[src/rtl/clock_autoset.sv]
// Automatic time/date setter for the struct_diag clock: reads the seven-segment
// displays back and pulses the per-field advance inputs until each field matches.
module clock_autoset #(
  parameter int NS     = 60,
  parameter int NH     = 24,
  parameter int NW     = 7,
  parameter int NM     = 12,
  parameter int SETTLE = 2,
  parameter int MAXADV = 64
) (
  input  logic       Clk,
  input  logic       Reset_n,
  input  logic       Start,
  input  logic [3:0] TgtMonth,
  input  logic [4:0] TgtDate,
  input  logic [4:0] TgtHrs,
  input  logic [5:0] TgtMin,
  input  logic [2:0] TgtDay,
  input  logic [6:0] Month1disp,
  input  logic [6:0] Month0disp,
  input  logic [6:0] Date1disp,
  input  logic [6:0] Date0disp,
  input  logic [6:0] H1disp,
  input  logic [6:0] H0disp,
  input  logic [6:0] M1disp,
  input  logic [6:0] M0disp,
  input  logic [6:0] D0disp,
  output logic       Timeset,
  output logic       Monthadv,
  output logic       Dateadv,
  output logic       Hrsadv,
  output logic       Minadv,
  output logic       Dayadv,
  output logic       Busy,
  output logic       Done,
  output logic       Error
);

  typedef enum logic [2:0] {IDLE, CHECK, SETUP, CMP, ADV, WAIT, FINISH, ERR} state_t;

  localparam int SW = (SETTLE > 1) ? $clog2(SETTLE) : 1;
  localparam logic [SW-1:0] SETTLE_LAST = SW'(SETTLE - 1);
  localparam logic [6:0] MAXADV_L = 7'(MAXADV);
  localparam logic [3:0] NM_L = 4'(NM);
  localparam logic [4:0] NH_L = 5'(NH);
  localparam logic [5:0] NS_L = 6'(NS);
  localparam logic [2:0] NW_L = 3'(NW);

  localparam logic [2:0] F_MONTH = 3'd0;
  localparam logic [2:0] F_DATE  = 3'd1;
  localparam logic [2:0] F_HRS   = 3'd2;
  localparam logic [2:0] F_MIN   = 3'd3;
  localparam logic [2:0] F_DAY   = 3'd4;

  // Bit 4 of the result flags an undecodable segment pattern.
  function automatic logic [4:0] seg_decode(input logic [6:0] seg);
    case (seg)
      7'h3F, 7'h00: seg_decode = 5'h00;
      7'h06:        seg_decode = 5'h01;
      7'h5B:        seg_decode = 5'h02;
      7'h4F:        seg_decode = 5'h03;
      7'h66:        seg_decode = 5'h04;
      7'h6D:        seg_decode = 5'h05;
      7'h7D:        seg_decode = 5'h06;
      7'h07:        seg_decode = 5'h07;
      7'h7F:        seg_decode = 5'h08;
      7'h6F:        seg_decode = 5'h09;
      default:      seg_decode = 5'h10;
    endcase
  endfunction

  function automatic logic [6:0] two_digit(input logic [3:0] t, input logic [3:0] u);
    two_digit = 7'(t) * 7'd10 + 7'(u);
  endfunction

  function automatic logic [4:0] days_in(input logic [3:0] m);
    case (m)
      4'd2:                    days_in = 5'd28;
      4'd4, 4'd6, 4'd9, 4'd11: days_in = 5'd30;
      default:                 days_in = 5'd31;
    endcase
  endfunction

  state_t state_q, state_d;
  logic [2:0] field_q, field_d;
  logic [6:0] cnt_q, cnt_d;
  logic [SW-1:0] settle_q, settle_d;
  logic [3:0] tgt_month_q, tgt_month_d;
  logic [4:0] tgt_date_q, tgt_date_d;
  logic [4:0] tgt_hrs_q, tgt_hrs_d;
  logic [5:0] tgt_min_q, tgt_min_d;
  logic [2:0] tgt_day_q, tgt_day_d;
  logic timeset_q, timeset_d, busy_q, busy_d, done_q, done_d, error_q, error_d;
  logic [4:0] adv_q, adv_d;

  logic [4:0] d_mo1, d_mo0, d_da1, d_da0, d_h1, d_h0, d_m1, d_m0, d_d0;
  logic bad, tgt_ok;
  logic [6:0] month_val, date_val, hrs_val, min_val, day_val, cur_val, cur_tgt;

  assign d_mo1 = seg_decode(Month1disp);
  assign d_mo0 = seg_decode(Month0disp);
  assign d_da1 = seg_decode(Date1disp);
  assign d_da0 = seg_decode(Date0disp);
  assign d_h1  = seg_decode(H1disp);
  assign d_h0  = seg_decode(H0disp);
  assign d_m1  = seg_decode(M1disp);
  assign d_m0  = seg_decode(M0disp);
  assign d_d0  = seg_decode(D0disp);

  assign bad = d_mo1[4] | d_mo0[4] | d_da1[4] | d_da0[4] | d_h1[4] | d_h0[4] |
               d_m1[4] | d_m0[4] | d_d0[4];

  assign month_val = two_digit(d_mo1[3:0], d_mo0[3:0]);
  assign date_val  = two_digit(d_da1[3:0], d_da0[3:0]);
  assign hrs_val   = two_digit(d_h1[3:0], d_h0[3:0]);
  assign min_val   = two_digit(d_m1[3:0], d_m0[3:0]);
  assign day_val   = {3'b000, d_d0[3:0]};

  // Date range depends on the latched month, so an impossible date like Feb 30 is rejected.
  assign tgt_ok = (tgt_month_q >= 4'd1) && (tgt_month_q <= NM_L) &&
                  (tgt_date_q >= 5'd1) && (tgt_date_q <= days_in(tgt_month_q)) &&
                  (tgt_hrs_q < NH_L) && (tgt_min_q < NS_L) && (tgt_day_q < NW_L);

  always_comb begin
    cur_val = month_val;
    cur_tgt = {3'b000, tgt_month_q};
    case (field_q)
      F_DATE: begin cur_val = date_val; cur_tgt = {2'b00, tgt_date_q}; end
      F_HRS:  begin cur_val = hrs_val;  cur_tgt = {2'b00, tgt_hrs_q};  end
      F_MIN:  begin cur_val = min_val;  cur_tgt = {1'b0, tgt_min_q};   end
      F_DAY:  begin cur_val = day_val;  cur_tgt = {4'b0000, tgt_day_q}; end
      default: ;
    endcase
  end

  always_comb begin
    state_d     = state_q;
    field_d     = field_q;
    cnt_d       = cnt_q;
    settle_d    = settle_q;
    tgt_month_d = tgt_month_q;
    tgt_date_d  = tgt_date_q;
    tgt_hrs_d   = tgt_hrs_q;
    tgt_min_d   = tgt_min_q;
    tgt_day_d   = tgt_day_q;
    case (state_q)
      IDLE: begin
        if (Start) begin
          tgt_month_d = TgtMonth;
          tgt_date_d  = TgtDate;
          tgt_hrs_d   = TgtHrs;
          tgt_min_d   = TgtMin;
          tgt_day_d   = TgtDay;
          state_d     = CHECK;
        end
      end
      CHECK: state_d = tgt_ok ? SETUP : ERR;
      SETUP: begin
        field_d = F_MONTH;
        cnt_d   = '0;
        state_d = CMP;
      end
      CMP: begin
        if (bad) begin
          state_d = ERR;
        end else if (cur_val == cur_tgt) begin
          if (field_q == F_DAY) begin
            state_d = FINISH;
          end else begin
            field_d = field_q + 3'd1;
            cnt_d   = '0;
          end
        end else if (cnt_q == MAXADV_L) begin
          state_d = ERR;
        end else begin
          state_d = ADV;
        end
      end
      ADV: begin
        cnt_d    = cnt_q + 7'd1;
        settle_d = '0;
        state_d  = WAIT;
      end
      WAIT: begin
        if (settle_q == SETTLE_LAST) state_d = CMP;
        else settle_d = settle_q + SW'(1);
      end
      FINISH: state_d = IDLE;
      ERR:    state_d = IDLE;
      default: state_d = IDLE;
    endcase

    // Outputs are registered; most follow the state being entered so they line up with it.
    busy_d    = state_d inside {CHECK, SETUP, CMP, ADV, WAIT};
    timeset_d = state_d inside {CMP, ADV, WAIT};
    adv_d     = '0;
    if (state_d == ADV) adv_d[field_d] = 1'b1;
    done_d    = (state_q == FINISH);
    error_d   = (state_d == ERR);
  end

  always_ff @(posedge Clk or negedge Reset_n) begin
    if (!Reset_n) begin
      state_q     <= IDLE;
      field_q     <= '0;
      cnt_q       <= '0;
      settle_q    <= '0;
      tgt_month_q <= '0;
      tgt_date_q  <= '0;
      tgt_hrs_q   <= '0;
      tgt_min_q   <= '0;
      tgt_day_q   <= '0;
      timeset_q   <= 1'b0;
      busy_q      <= 1'b0;
      done_q      <= 1'b0;
      error_q     <= 1'b0;
      adv_q       <= '0;
    end else begin
      state_q     <= state_d;
      field_q     <= field_d;
      cnt_q       <= cnt_d;
      settle_q    <= settle_d;
      tgt_month_q <= tgt_month_d;
      tgt_date_q  <= tgt_date_d;
      tgt_hrs_q   <= tgt_hrs_d;
      tgt_min_q   <= tgt_min_d;
      tgt_day_q   <= tgt_day_d;
      timeset_q   <= timeset_d;
      busy_q      <= busy_d;
      done_q      <= done_d;
      error_q     <= error_d;
      adv_q       <= adv_d;
    end
  end

  assign Timeset  = timeset_q;
  assign Monthadv = adv_q[0];
  assign Dateadv  = adv_q[1];
  assign Hrsadv   = adv_q[2];
  assign Minadv   = adv_q[3];
  assign Dayadv   = adv_q[4];
  assign Busy     = busy_q;
  assign Done     = done_q;
  assign Error    = error_q;

endmodule

[config.mk]
export PLATFORM = sky130hd
export DESIGN_NAME = clock_autoset
export DESIGN_NICKNAME = d
export VERILOG_FILES = /design/src/rtl/clock_autoset.sv
export SDC_FILE = /design/constraint.sdc
export NUM_CORES = 1
export LEC_CHECK = 0
export ABC_CLOCK_PERIOD_IN_PS = 7900
export CELL_PAD_IN_SITES_DETAIL_PLACEMENT = 1
export CELL_PAD_IN_SITES_GLOBAL_PLACEMENT = 2
export CORE_MARGIN = 2
export CORE_UTILIZATION = 34
export DETAILED_ROUTE_END_ITERATION = 7
export PLACE_DENSITY = 0.95
export SLEW_MARGIN = 25
export SYNTH_ARGS = -nofsm -noshare
export SYNTH_HDL_FRONTEND = slang
export SYNTH_SLANG_ARGS = --single-unit
[constraint.sdc]
create_clock -name Clk -period 7.9 [get_ports Clk]
set_input_delay 2.37 -clock Clk [delete_from_list [all_inputs] [get_ports Clk]]
set_output_delay 2.37 -clock Clk [all_outputs]
set_load 0.02 [all_outputs]
==> impl_metrics.tcl, run 1 <==
set metrics [dict create \
    run_status "completed" \
    most_frequent_cells_in_the_layout "sky130_fd_sc_hd__clkdlybuf4s50_1, sky130_fd_sc_hd__nor2_1, sky130_fd_sc_hd__nand2_1" \
    grt_antenna_before_repair 0 \
    finish.net_count 898 \
    global_route_wire_length_before_repair_um 29100 \
    grt_remaining_overflow 0 \
    chipWidth_um 133 \
    core_um2 16400 \
    clk_pin_slew_worst_paths_ns 0.06 \
    finalMaxSlewViolations 0 \
    worst_setup_path_start_kind "input port" \
    setup-violations-final 0 \
    finalWorstSetupSlack_ns 0.543 \
    most_frequent_standard_cell_in_the_layout_excluding_fill_and_tap_cells "sky130_fd_sc_hd__clkdlybuf4s50_1" \
    worst_r2r_startpoint "field_q[2]$_DFF_PN0_" \
    layout.cells.non_filler 995 \
    detail_route.wl_per_cell_um 16.9 \
    synth-seq-area-share_pct 20.4 \
    synth_edf_count 0 \
    detail_route.first_pass.iterations 5 \
    place.detailed.instances 987 \
    first_global_vias 5960 \
    cp.arrival_ns 7.56 \
    effective_utilization_at_floorplan_pct 34.4 \
    syn_area_um2 5650 \
    worstHoldEndpoint "tgt_hrs_q[0]$_DFFE_PN0P_" \
    io_pins 98 \
    antenna_cells_inserted 0 \
    residual_antenna_violating_net_count_after_detailed_routing 0 \
    post_synth_fa_ha_maj_area_fraction_pct 8.42 \
    place.port_buffers 97 \
    highest_achievable_clock_rate_ghz 0.136 \
    min_period_ns 7.36 \
    maxCapViolations 0 \
    cts_made_buffers 5 \
    power_per_cell_area_nw_per_um2 186 \
    postCtsSetupBuffers 0 \
    ff2ff_setup_slack_ns 3.43 \
    ctsHoldBuffers 0 \
    drt_iter0_markers 262 \
    drive_gt1_share_pct 8.00 \
    cp-startpoint "Month1disp[1]" \
    synthFlopType "sky130_fd_sc_hd__dfrtp_1" \
    ys_seq_elements 46 \
    synth_xor_xnor_area_share_pct 4.50 \
    final_area_um2 6890 \
    cts-root-buf "sky130_fd_sc_hd__clkbuf_16" \
    worst_pin_slew_ns 0.758 \
    clock_tree_from_tritoncts "built" \
    timing.reg2reg.worst_path_depth 13 \
    hp-start "tgt_hrs_q[0]$_DFFE_PN0P_" \
    grt_start_max_net_pins 47 \
    ys_top_cells_by_area "sky130_fd_sc_hd__dfrtp_1, sky130_fd_sc_hd__ha_1, sky130_fd_sc_hd__mux2_2, sky130_fd_sc_hd__nor2_1, sky130_fd_sc_hd__nand2_1" \
    fillerInstances 1953 \
    yosys.area.top_type "sky130_fd_sc_hd__dfrtp_1" \
    cts_htree_levels 2 \
    yosys.area_share.simple_pct 31.2 \
    clock-sinks 46 \
    yosysWarningCount 0 \
    die-height_um 133 \
    synth_compound_gate_area_share_pct 23.1 \
    ctsResizeCount 0 \
    place_hpwl_um 13300 \
    largest_family_of_logic_cells_by_synthesized_area "simple AND/OR/NAND/NOR gates" \
    slew_headroom_pct 49.3 \
    power.leakage_uw 0.00269 \
    endpoint_kind "flop" \
    post_synthesis_async_set_or_reset_flop_share_pct 100 \
    number_of_vias_per_cell 5.72 \
    fin_skew_ns 0.00563 \
    cts_max_path_buffers 2 \
    cp.required_ns 8.11 \
    pre_cts_ws_ns 0.232 \
    fin_hold_ws_ns 0.524 \
    holdCritPathClass "reg2reg" \
    grt_usage_pct 19.5 \
    final_hold_viol_count 0 \
    placed_area_um2 6720 \
    routed_wirelength_um 16800 \
    clkLatencyLatePin_ns 0.29 \
    synth.avg_cell_area_um2 7.96 \
    category_of_the_most_critical_setup_path "in2reg" \
    muxShareOfSynthArea_pct 6.40 \
    drcViolationCount 0 \
    finalWeightedCongestion 0.861 \
    syn_inst 710 \
    irDropWorstVdd_mv 0.220 \
    layout-area-overhead-vs-synth_pct 21.9 \
    crit-reg2reg-capture "adv_q[4]$_DFF_PN0_" \
    grt_setup_unrepaired "no" \
    synth_top_cell_area_share_pct 20.4 \
    total_negative_setup_slacks_ns 0 \
    critical_path_peak_fanout 8 \
    netlist-cell-type-count 92 \
    period_share_pct 93.1 \
    vias 5687 \
    placement_rows 47 \
    die-area_um2 17700 \
    hold_depth 1 \
]
## report_power, final
group          switching [uW]  internal [uW]
logic                     339            280
registers                 101            323
clock network            87.3            150
total                     527            753
## layer usage
layer | routed length, um | up-vias | global-route usage [%]
li1 | - | 2796 | -
met1 | 7960 | 2785 | 25.9
met2 | 8130 | 90 | 33.9
met3 | 473 | 16 | 2.22
met4 | 250 | 0 | 4.78
met5 | 0 | - | 0
## final cells by class
cell class	count	area, um2	area share, %
clock buffer	7	133	1.93
clock inverter	1	30.0	0.436
inverter	42	160	2.33
multi-input combinational	582	4170	60.5
sequential	46	1150	16.7
tap	220	275	4.00
timing repair buffer	97	968	14.1
## worst max path at each step
stage	to	slack, ns
finish	adv_q[4]$_DFF_PN0_	0.54
global route	adv_q[0]$_DFF_PN0_	0.03
CTS	adv_q[4]$_DFF_PN0_	0.53
detailed placement	adv_q[4]$_DFF_PN0_	0.23
global placement	adv_q[4]$_DFF_PN0_	0.50
floorplan	adv_q[4]$_DFF_PN0_	1.57
## state kept, by name (all words and copies together), names as in the netlist
register	flops
Busy	1
Done	1
Error	1
Timeset	1
adv_q	5
cnt_q	7
field_q	3
settle_q	1
state_q	3
tgt_date_q	5
tgt_day_q	3
tgt_hrs_q	5
tgt_min_q	6
tgt_month_q	4
## worst max-delay path, cell delays in order
cell	delay, ns
sky130_fd_sc_hd__clkdlybuf4s50_1	0.61
sky130_fd_sc_hd__and4b_1	0.23
sky130_fd_sc_hd__a22oi_1	0.14
sky130_fd_sc_hd__nor2_1	0.08
sky130_fd_sc_hd__a32oi_1	0.33
sky130_fd_sc_hd__inv_1	0.13
sky130_fd_sc_hd__ha_1	0.30
sky130_fd_sc_hd__ha_1	0.20
sky130_fd_sc_hd__inv_1	0.07
sky130_fd_sc_hd__fa_1	0.48
sky130_fd_sc_hd__nor3b_1	0.26
sky130_fd_sc_hd__xnor2_1	0.09
sky130_fd_sc_hd__a2111oi_0	0.37
sky130_fd_sc_hd__a31oi_1	0.19
sky130_fd_sc_hd__nor4_2	0.42
sky130_fd_sc_hd__nand4_1	0.23
sky130_fd_sc_hd__a2111oi_0	0.57
sky130_fd_sc_hd__o21ai_1	0.24
sky130_fd_sc_hd__nor4b_4	0.23
## metrics by stage
| stage | util [%] | power [uW] |
|---|---|---|
| after floorplan | - | 835 |
| after global placement | 41.0 | 1020 |
| after detailed placement | 41.0 | 1040 |
| after CTS | 42.0 | 1290 |
| after global routing | 42.0 | 1370 |
| final | 42.0 | 1280 |
## cells in the mapped netlist, types with 6 or more instances
master	number
sky130_fd_sc_hd__a21oi_1	22
sky130_fd_sc_hd__dfrtp_1	46
sky130_fd_sc_hd__ha_1	30
sky130_fd_sc_hd__buf_2	6
sky130_fd_sc_hd__nor3b_1	13
sky130_fd_sc_hd__clkbuf_1	33
sky130_fd_sc_hd__nor2_1	57
sky130_fd_sc_hd__o211ai_1	6
sky130_fd_sc_hd__o21a_1	8
sky130_fd_sc_hd__mux2_2	25
sky130_fd_sc_hd__nor3_1	23
sky130_fd_sc_hd__xnor2_1	14
sky130_fd_sc_hd__a211oi_1	10
sky130_fd_sc_hd__o2111ai_1	7
sky130_fd_sc_hd__inv_1	41
sky130_fd_sc_hd__and3_1	10
sky130_fd_sc_hd__xor2_1	15
sky130_fd_sc_hd__nand2b_1	18
sky130_fd_sc_hd__or4b_2	6
sky130_fd_sc_hd__nand3_1	23
sky130_fd_sc_hd__nand3b_1	11
sky130_fd_sc_hd__nor2b_1	11
sky130_fd_sc_hd__mux2i_1	8
sky130_fd_sc_hd__a31oi_1	10
sky130_fd_sc_hd__nand4_1	18
sky130_fd_sc_hd__nand2_1	51
sky130_fd_sc_hd__o21ai_0	31
sky130_fd_sc_hd__a32oi_1	7
sky130_fd_sc_hd__o22ai_1	9
sky130_fd_sc_hd__nor4b_1	8
sky130_fd_sc_hd__a22oi_1	7
sky130_fd_sc_hd__nor4_1	9
## cells by family (layout without fill, tap and decap cells)
family	after synthesis	after routing
XOR/XNOR	29	29
flip-flops	46	46
buffers and inverters	84	147
AO/OA/AOI/OAI	177	177
AND/OR/NAND/NOR	305	305
other	1	3
adder cells (fa/ha/maj)	35	35
multiplexers	33	33
No activity file was read; power rests on OpenSTA's default activity.
==> run 2: changes to the inputs <==
--- a/config.mk
+++ b/config.mk
@@ -11,6 +11,7 @@
 export CORE_MARGIN = 2
 export CORE_UTILIZATION = 34
 export DETAILED_ROUTE_END_ITERATION = 7
+export GPL_ROUTABILITY_DRIVEN = 0
 export PLACE_DENSITY = 0.95
 export SLEW_MARGIN = 25
 export SYNTH_ARGS = -nofsm -noshare
==> results of run 2 <==
Final layout, timing and power as in run 1 (identical DEF).
